### src/rtl/irq_nest_pkg.sv
// Shared definitions for the nested interrupt controller: FSM state encoding,
// save-stack entry layout helper and vector table stride.
package irq_nest_pkg;

    typedef enum logic [1:0] {
        ST_IDLE    = 2'd0,
        ST_REQ     = 2'd1,
        ST_VECT    = 2'd2,
        ST_RESTORE = 2'd3
    } irq_state_e;

    // Each vector table entry is two words, so channel i lives at base + 2*i.
    localparam int VEC_STRIDE = 2;

    // Stack entries are packed as {id, ccr, pc}, pc in the least significant bits.
    function automatic int entry_w(input int id_w, input int flag_w, input int pc_w);
        return id_w + flag_w + pc_w;
    endfunction

endpackage

### src/rtl/irq_save_stack.sv
// LIFO of saved {id, ccr, pc} entries for nested interrupts.
// The top entry is presented combinationally so a pop can capture it in the same cycle.
module irq_save_stack
    import irq_nest_pkg::*;
#(
    parameter int DEPTH = 4,
    parameter int W     = 8,
    localparam int CNT_W = $clog2(DEPTH + 1)
) (
    input  logic             clk,
    input  logic             reset,
    input  logic             push_i,
    input  logic             pop_i,
    input  logic [W-1:0]     push_data_i,
    output logic [W-1:0]     top_o,
    output logic [CNT_W-1:0] count_o,
    output logic             full_o,
    output logic             empty_o
);

    logic [W-1:0]     mem_q [DEPTH];
    logic [CNT_W-1:0] cnt_q;

    assign full_o  = (cnt_q == CNT_W'(DEPTH));
    assign empty_o = (cnt_q == '0);
    assign count_o = cnt_q;

    // Select the most recently pushed entry; zero when empty.
    always_comb begin
        top_o = '0;
        for (int i = 0; i < DEPTH; i++) begin
            if (cnt_q == CNT_W'(i + 1)) top_o = mem_q[i];
        end
    end

    // Push writes the slot above the current top; pop just drops the count.
    always_ff @(posedge clk or negedge reset) begin
        if (!reset) begin
            cnt_q <= '0;
            for (int i = 0; i < DEPTH; i++) mem_q[i] <= '0;
        end else if (pop_i && !empty_o) begin
            cnt_q <= cnt_q - CNT_W'(1);
        end else if (push_i && !full_o) begin
            for (int i = 0; i < DEPTH; i++) begin
                if (cnt_q == CNT_W'(i)) mem_q[i] <= push_data_i;
            end
            cnt_q <= cnt_q + CNT_W'(1);
        end
    end

endmodule

### src/rtl/irq_nest_ctrl.sv
// Nested interrupt controller: edge-detected requests, fixed priority
// (lower index wins), core handshake, vector generation and a save stack
// of {pc, ccr, id} that is unwound on RTI.
//
// state   | meaning
// IDLE    | arbitrate pending channels, or execute an RTI pop
// REQ     | int_req asserted for the latched id, waiting for int_ack
// VECT    | one-cycle vec_valid pulse with the handler address
// RESTORE | one-cycle restore_valid pulse with the popped pc/ccr
module irq_nest_ctrl
    import irq_nest_pkg::*;
#(
    parameter int          NUM_IRQ    = 4,
    parameter int          PC_W       = 32,
    parameter int          FLAG_W     = 4,
    parameter int          NEST_DEPTH = 4,
    parameter logic [31:0] VEC_BASE   = 32'h0,
    localparam int ID_W    = (NUM_IRQ > 1) ? $clog2(NUM_IRQ) : 1,
    localparam int DEPTH_W = $clog2(NEST_DEPTH + 1)
) (
    input  logic               clk,
    input  logic               reset,
    input  logic [NUM_IRQ-1:0] irq_in,
    input  logic               en_we,
    input  logic [NUM_IRQ-1:0] en_wdata,
    input  logic               int_ack,
    input  logic [PC_W-1:0]    pc_in,
    input  logic [FLAG_W-1:0]  ccr_in,
    input  logic               rti,
    output logic               int_req,
    output logic               vec_valid,
    output logic [PC_W-1:0]    vec_addr,
    output logic [ID_W-1:0]    int_id,
    output logic               restore_valid,
    output logic [PC_W-1:0]    restore_pc,
    output logic [FLAG_W-1:0]  restore_ccr,
    output logic [DEPTH_W-1:0] depth,
    output logic               err_underflow
);

    localparam int ENTRY_W = entry_w(ID_W, FLAG_W, PC_W);

    irq_state_e         state_q;
    logic [NUM_IRQ-1:0] irq_prev_q, pend_q, pend_d, en_q;
    logic [ID_W-1:0]    id_q;
    logic               int_req_q, vec_valid_q, restore_valid_q, err_q, defer_q;
    logic [PC_W-1:0]    vec_addr_q, restore_pc_q;
    logic [FLAG_W-1:0]  restore_ccr_q;

    logic [ENTRY_W-1:0] stk_top;
    logic [DEPTH_W-1:0] stk_depth;
    logic               stk_full, stk_empty;
    logic [ID_W-1:0]    top_id, pri_id;
    logic [NUM_IRQ-1:0] elig, clr;
    logic               any_elig, id_elig;
    logic               rti_now, pop, underflow, accept;

    irq_save_stack #(
        .DEPTH (NEST_DEPTH),
        .W     (ENTRY_W)
    ) u_stack (
        .clk         (clk),
        .reset       (reset),
        .push_i      (accept),
        .pop_i       (pop),
        .push_data_i ({id_q, ccr_in, pc_in}),
        .top_o       (stk_top),
        .count_o     (stk_depth),
        .full_o      (stk_full),
        .empty_o     (stk_empty)
    );

    assign top_id = stk_empty ? '0 : stk_top[PC_W+FLAG_W +: ID_W];

    // An RTI seen during VECT/RESTORE is replayed from IDLE via defer_q.
    assign rti_now   = ((state_q == ST_IDLE) && (rti || defer_q)) ||
                       ((state_q == ST_REQ) && rti);
    assign pop       = rti_now && !stk_empty;
    assign underflow = rti_now && stk_empty;
    assign accept    = (state_q == ST_REQ) && !rti && int_ack;

    // Eligibility and fixed-priority pick of the lowest eligible index.
    always_comb begin
        elig     = '0;
        clr      = '0;
        any_elig = 1'b0;
        id_elig  = 1'b0;
        pri_id   = '0;
        for (int i = NUM_IRQ - 1; i >= 0; i--) begin
            elig[i] = pend_q[i] && en_q[i] && !stk_full &&
                      (stk_empty || (ID_W'(i) < top_id));
            clr[i]  = accept && (id_q == ID_W'(i));
            if (elig[i]) begin
                any_elig = 1'b1;
                pri_id   = ID_W'(i);
            end
            if (id_q == ID_W'(i)) id_elig = elig[i];
        end
        // A fresh edge in the accept cycle is a new event and stays pending.
        pend_d = (pend_q & ~clr) | (irq_in & ~irq_prev_q);
    end

    // Edge detect, pending and enable registers.
    always_ff @(posedge clk or negedge reset) begin
        if (!reset) begin
            irq_prev_q <= '0;
            pend_q     <= '0;
            en_q       <= '1;
        end else begin
            irq_prev_q <= irq_in;
            pend_q     <= pend_d;
            if (en_we) en_q <= en_wdata;
        end
    end

    // Control FSM with registered handshake and pulse outputs.
    always_ff @(posedge clk or negedge reset) begin
        if (!reset) begin
            state_q         <= ST_IDLE;
            id_q            <= '0;
            int_req_q       <= 1'b0;
            vec_valid_q     <= 1'b0;
            vec_addr_q      <= '0;
            restore_valid_q <= 1'b0;
            restore_pc_q    <= '0;
            restore_ccr_q   <= '0;
            err_q           <= 1'b0;
            defer_q         <= 1'b0;
        end else begin
            vec_valid_q     <= 1'b0;
            restore_valid_q <= 1'b0;
            if (underflow) err_q <= 1'b1;
            if (pop) begin
                restore_pc_q  <= stk_top[PC_W-1:0];
                restore_ccr_q <= stk_top[PC_W +: FLAG_W];
            end
            case (state_q)
                ST_IDLE: begin
                    defer_q <= rti && defer_q;
                    if (rti_now) begin
                        if (pop) begin
                            restore_valid_q <= 1'b1;
                            state_q         <= ST_RESTORE;
                        end
                    end else if (any_elig) begin
                        id_q      <= pri_id;
                        int_req_q <= 1'b1;
                        state_q   <= ST_REQ;
                    end
                end
                ST_REQ: begin
                    if (rti) begin
                        if (pop) begin
                            int_req_q       <= 1'b0;
                            restore_valid_q <= 1'b1;
                            state_q         <= ST_RESTORE;
                        end
                    end else if (int_ack) begin
                        int_req_q   <= 1'b0;
                        vec_valid_q <= 1'b1;
                        vec_addr_q  <= PC_W'(VEC_BASE) + PC_W'(id_q) * PC_W'(VEC_STRIDE);
                        state_q     <= ST_VECT;
                    end else if (!id_elig) begin
                        int_req_q <= 1'b0;
                        state_q   <= ST_IDLE;
                    end
                end
                default: begin
                    defer_q <= rti;
                    state_q <= ST_IDLE;
                end
            endcase
        end
    end

    assign int_req       = int_req_q;
    assign vec_valid     = vec_valid_q;
    assign vec_addr      = vec_addr_q;
    assign int_id        = top_id;
    assign restore_valid = restore_valid_q;
    assign restore_pc    = restore_pc_q;
    assign restore_ccr   = restore_ccr_q;
    assign depth         = stk_depth;
    assign err_underflow = err_q;

endmodule

### config.mk
export PLATFORM = sky130hd
export DESIGN_NAME = irq_nest_ctrl
export DESIGN_NICKNAME = d
export VERILOG_FILES = /design/src/rtl/irq_nest_pkg.sv /design/src/rtl/irq_save_stack.sv /design/src/rtl/irq_nest_ctrl.sv
export SDC_FILE = /design/constraint.sdc
export NUM_CORES = 1
export LEC_CHECK = 0
export ABC_AREA = 1
export CAP_MARGIN = 5
export CORE_MARGIN = 10
export CORE_UTILIZATION = 55
export CTS_CLUSTER_DIAMETER = 120
export DETAILED_ROUTE_END_ITERATION = 6
export GPL_ROUTABILITY_DRIVEN = 0
export PLACE_DENSITY = 0.9
export REMOVE_ABC_BUFFERS = 1
export SYNTH_ARGS = -nofsm -noshare
export SYNTH_HDL_FRONTEND = slang
export SYNTH_SLANG_ARGS = --single-unit
### constraint.sdc
create_clock -name clk -period 2.6 [get_ports clk]
set_input_delay 0.26 -clock clk [delete_from_list [all_inputs] [get_ports clk]]
set_output_delay 0.26 -clock clk [all_outputs]
set_load 0.05 [all_outputs]
==> impl_metrics.tcl <==
set metrics [dict create \
    status "completed" \
    dieArea_sq_um 22940 \
    antennaDiodeCount 0 \
    hold_violations 0 \
    busiest_layer "met2" \
    critPathBufInv 4 \
    core-area_sq_um 17120 \
    cp.arrival_ns 2.27 \
    finalInstanceArea_sq_um 11280 \
    nNetsFinal 1194 \
    fill_cells 1369 \
    slew-limit-headroom_pct 46.73 \
    cts_buffer_depth 3 \
    crit_chain "inv_1 -> ha_2 -> nand2_4 -> buf_6 -> nand2_1 -> inv_1 -> nand2_1 -> nand2_1 -> nor2_2 -> buf_12" \
    fin_util_pct 65.89 \
    pre_cts_ws_ns 0.2850 \
    grt-ovfl-total 0 \
    htreeDepth 1 \
    seq_area_frac_synth_pct 56.40 \
    cts_tree "yes" \
    syn_area_sq_um 9504 \
    crit_cells 10 \
    ff_latch_area_sq_um 5361 \
    cp_max_fo 21 \
    grt_pass1_vias 7770 \
    finalCriticalPeriod_ns 2.530 \
    cpLargestDelayFamily "buffers and inverters" \
    met1_usage_pct 27.23 \
    grt_pass1_wl_microns 39020 \
    start_util_pct 55.53 \
    grt_start_max_net_pins 77 \
    via_count 7847 \
    fin_cells 1376 \
    drive_gt1_share_pct 8.688 \
    rows 48 \
    crit_required_ns 2.34 \
    path_class "flop to output pin" \
    drc_errors 0 \
    synth_edf_count 0 \
    max_slew.worst_pin.slew_ns 0.7991 \
    cpPeakStageDelay_ns 0.44 \
    place.detailed.hpwl_microns 14670 \
    met3_usage_pct 3.980 \
    antenna_left 0 \
    cp_common_cell "nand2_1" \
    cts_buffers 23 \
    synth_cells 1056 \
    synthFlopType "dfrtp_1" \
    layout_commonest_cell "nand2_1" \
    synth_area_per_cell_sq_um 9.000 \
    dp_cells 1334 \
    period_share_pct 97.29 \
    ys_seq_elements 214 \
    ys_types 37 \
    leakage_uw 0.005356 \
    cts.clk_slew.worst_paths_ns 0.06 \
    maxSlewViolCount 0 \
    via_per_inst 5.703 \
    dr.pass1.iters 5 \
    drt-total-wl_microns 24330 \
    ys_async_sr_fraction_pct 100.0 \
    maxCapViolations 0 \
    max_freq_ghz 0.3953 \
    syn_to_final_growth_pct 18.67 \
    p_per_area_nw_per_um2 1322 \
    routedWlPerCell_microns 17.68 \
    startpoint_type "flop" \
    skew_ns 0.007954 \
    end_kind "output pin" \
    setup_viol 0 \
    layout_common_cells "237 x nand2_1, 209 x dfrtp_1, 158 x o21ai_0, 92 x clkdlybuf4s50_1, 83 x nand3_1" \
    worst_slack_ns 0.07048 \
    hold_depth 1 \
    dieWidth_microns 151.5 \
    gr-usage-met2_pct 34.40 \
    hp-class "primary input to flop" \
    ir_worst_vdd_mv 0.9633 \
    antenna_found_initial 0 \
    reg2regPathDepth 11 \
    clock_latency_ns 0.51 \
    synth-warning-count 0 \
    grt_usage_pct 20.75 \
    multi_input_area_sq_um 3431 \
    placed_area_sq_um 10520 \
    ios 126 \
    crit_slowest_cell "dfrtp_1" \
    cts.sinks 214 \
    numPortBuffers 95 \
    drtIter0Drc 849 \
    die-height_microns 151.5 \
    clockRootBuffer "clkbuf_16" \
]
[path summary, 6_finish.rpt]
path	startpoint	endpoint	slack, ns
min reg2reg	irq_prev_q[1]	pend_q[1]	0.43
min	irq_in[2]	irq_prev_q[2]	0.22
max	u_stack.count_o[1]	int_id[1]	0.07
max in group asynchronous	reset	en_q[0]	1.47
max reg2reg	u_stack.count_o[0]	u_stack.mem_q[39]	0.35
min in group asynchronous	reset	restore_pc[14]	0.31
[metal layers]
| layer | vias up | wire, microns |
|---|---|---|
| met5 | - | 0 |
| met4 | 0 | 481 |
| met3 | 59 | 1990 |
| met2 | 369 | 12090 |
| met1 | 3826 | 9772 |
| li1 | 3593 | - |
[flip-flops by register name, indices dropped and copies added (netlist names)]
| name | cells |
|---|---|
| int_req | 1 |
| restore_ccr | 4 |
| restore_valid | 1 |
| vec_addr | 2 |
| irq_prev_q | 4 |
| state_q | 2 |
| err_underflow | 1 |
| u_stack.count_o | 3 |
| u_stack.mem_q | 152 |
| restore_pc | 32 |
| en_q | 4 |
| pend_q | 4 |
| id_q | 2 |
| defer_q | 1 |
| vec_valid | 1 |
[area by class of cell]
class | instances | area share (%)
Sequential cell | 214 | 47.54
Multi-Input combinational cell | 710 | 30.42
Inverter | 66 | 2.241
Tap cell | 225 | 2.496
Clock buffer | 32 | 5.758
Timing Repair Buffer | 124 | 11.07
Clock inverter | 5 | 0.4770
[cell families after synthesis]
group	share of synthesized area [%]
AO/OA/AOI/OAI	16.22
XOR/XNOR	0.2765
adder cells (fa/ha/maj)	0.7899
buffers and inverters	8.860
flip-flops	56.40
multiplexers	0.4739
other	0.03946
AND/OR/NAND/NOR	16.94
[Yosys cell counts (2+ instances only)]
cell,instances,area (sq um)
o21ai_0,158,790.8
xor2_1,3,26.28
nand2_2,3,18.77
o211ai_1,32,240.2
o22ai_1,2,12.51
dfstp_2,4,105.1
nor2_1,52,195.2
ha_1,6,75.07
nand3_1,83,415.4
nand2_4,2,22.52
o21ai_1,9,45.04
nand2_1,237,889.6
buf_2,8,40.04
buf_4,32,240.2
dfrtp_1,210,5255
a21oi_1,72,360.4
inv_2,5,18.77
buf_1,14,52.55
inv_1,60,225.2
o21ai_2,6,52.55
mux2_2,4,45.04
clkbuf_1,26,97.59
buf_6,14,157.7
[metrics by stage]
step                      setup TNS (ns)  hold WS [ns]  power (uW)
after CTS                              0        0.2197       14870
after global routing            -0.02728        0.2254       15830
after floorplan                   -82.88      -0.03559        9404
final                                  0        0.2241       14910
after global placement                 0        0.2864       11400
after detailed placement               0        0.2897       11680
[power breakdown]
part / switching (uW) / internal, uW / leakage, uW
clock: 1260 / 1820 / 0.000348
sequential: 802 / 4710 / 0.00276
combinational: 4200 / 2110 / 0.00225
[timing repair]
item	in CTS	in global routing
hold buffers	1	0
gates resized for setup	3	2
pin swaps	0	2
endpoints found under the hold margin	63	0
endpoints found under the setup margin	2	2
setup buffers	0	4
[worst reg2reg max path, delay by kind of cell, from the launching register on]
family / cells / cell delay (ns)
DFF: 1 / 0.45
and+or+nand+nor: 3 / 0.33
AOI/OAI and AO/OA: 1 / 0.09
buffers and inverters: 6 / 0.99
adders and majority gates: 1 / 0.26
No activity file was read; power rests on OpenSTA's default activity.
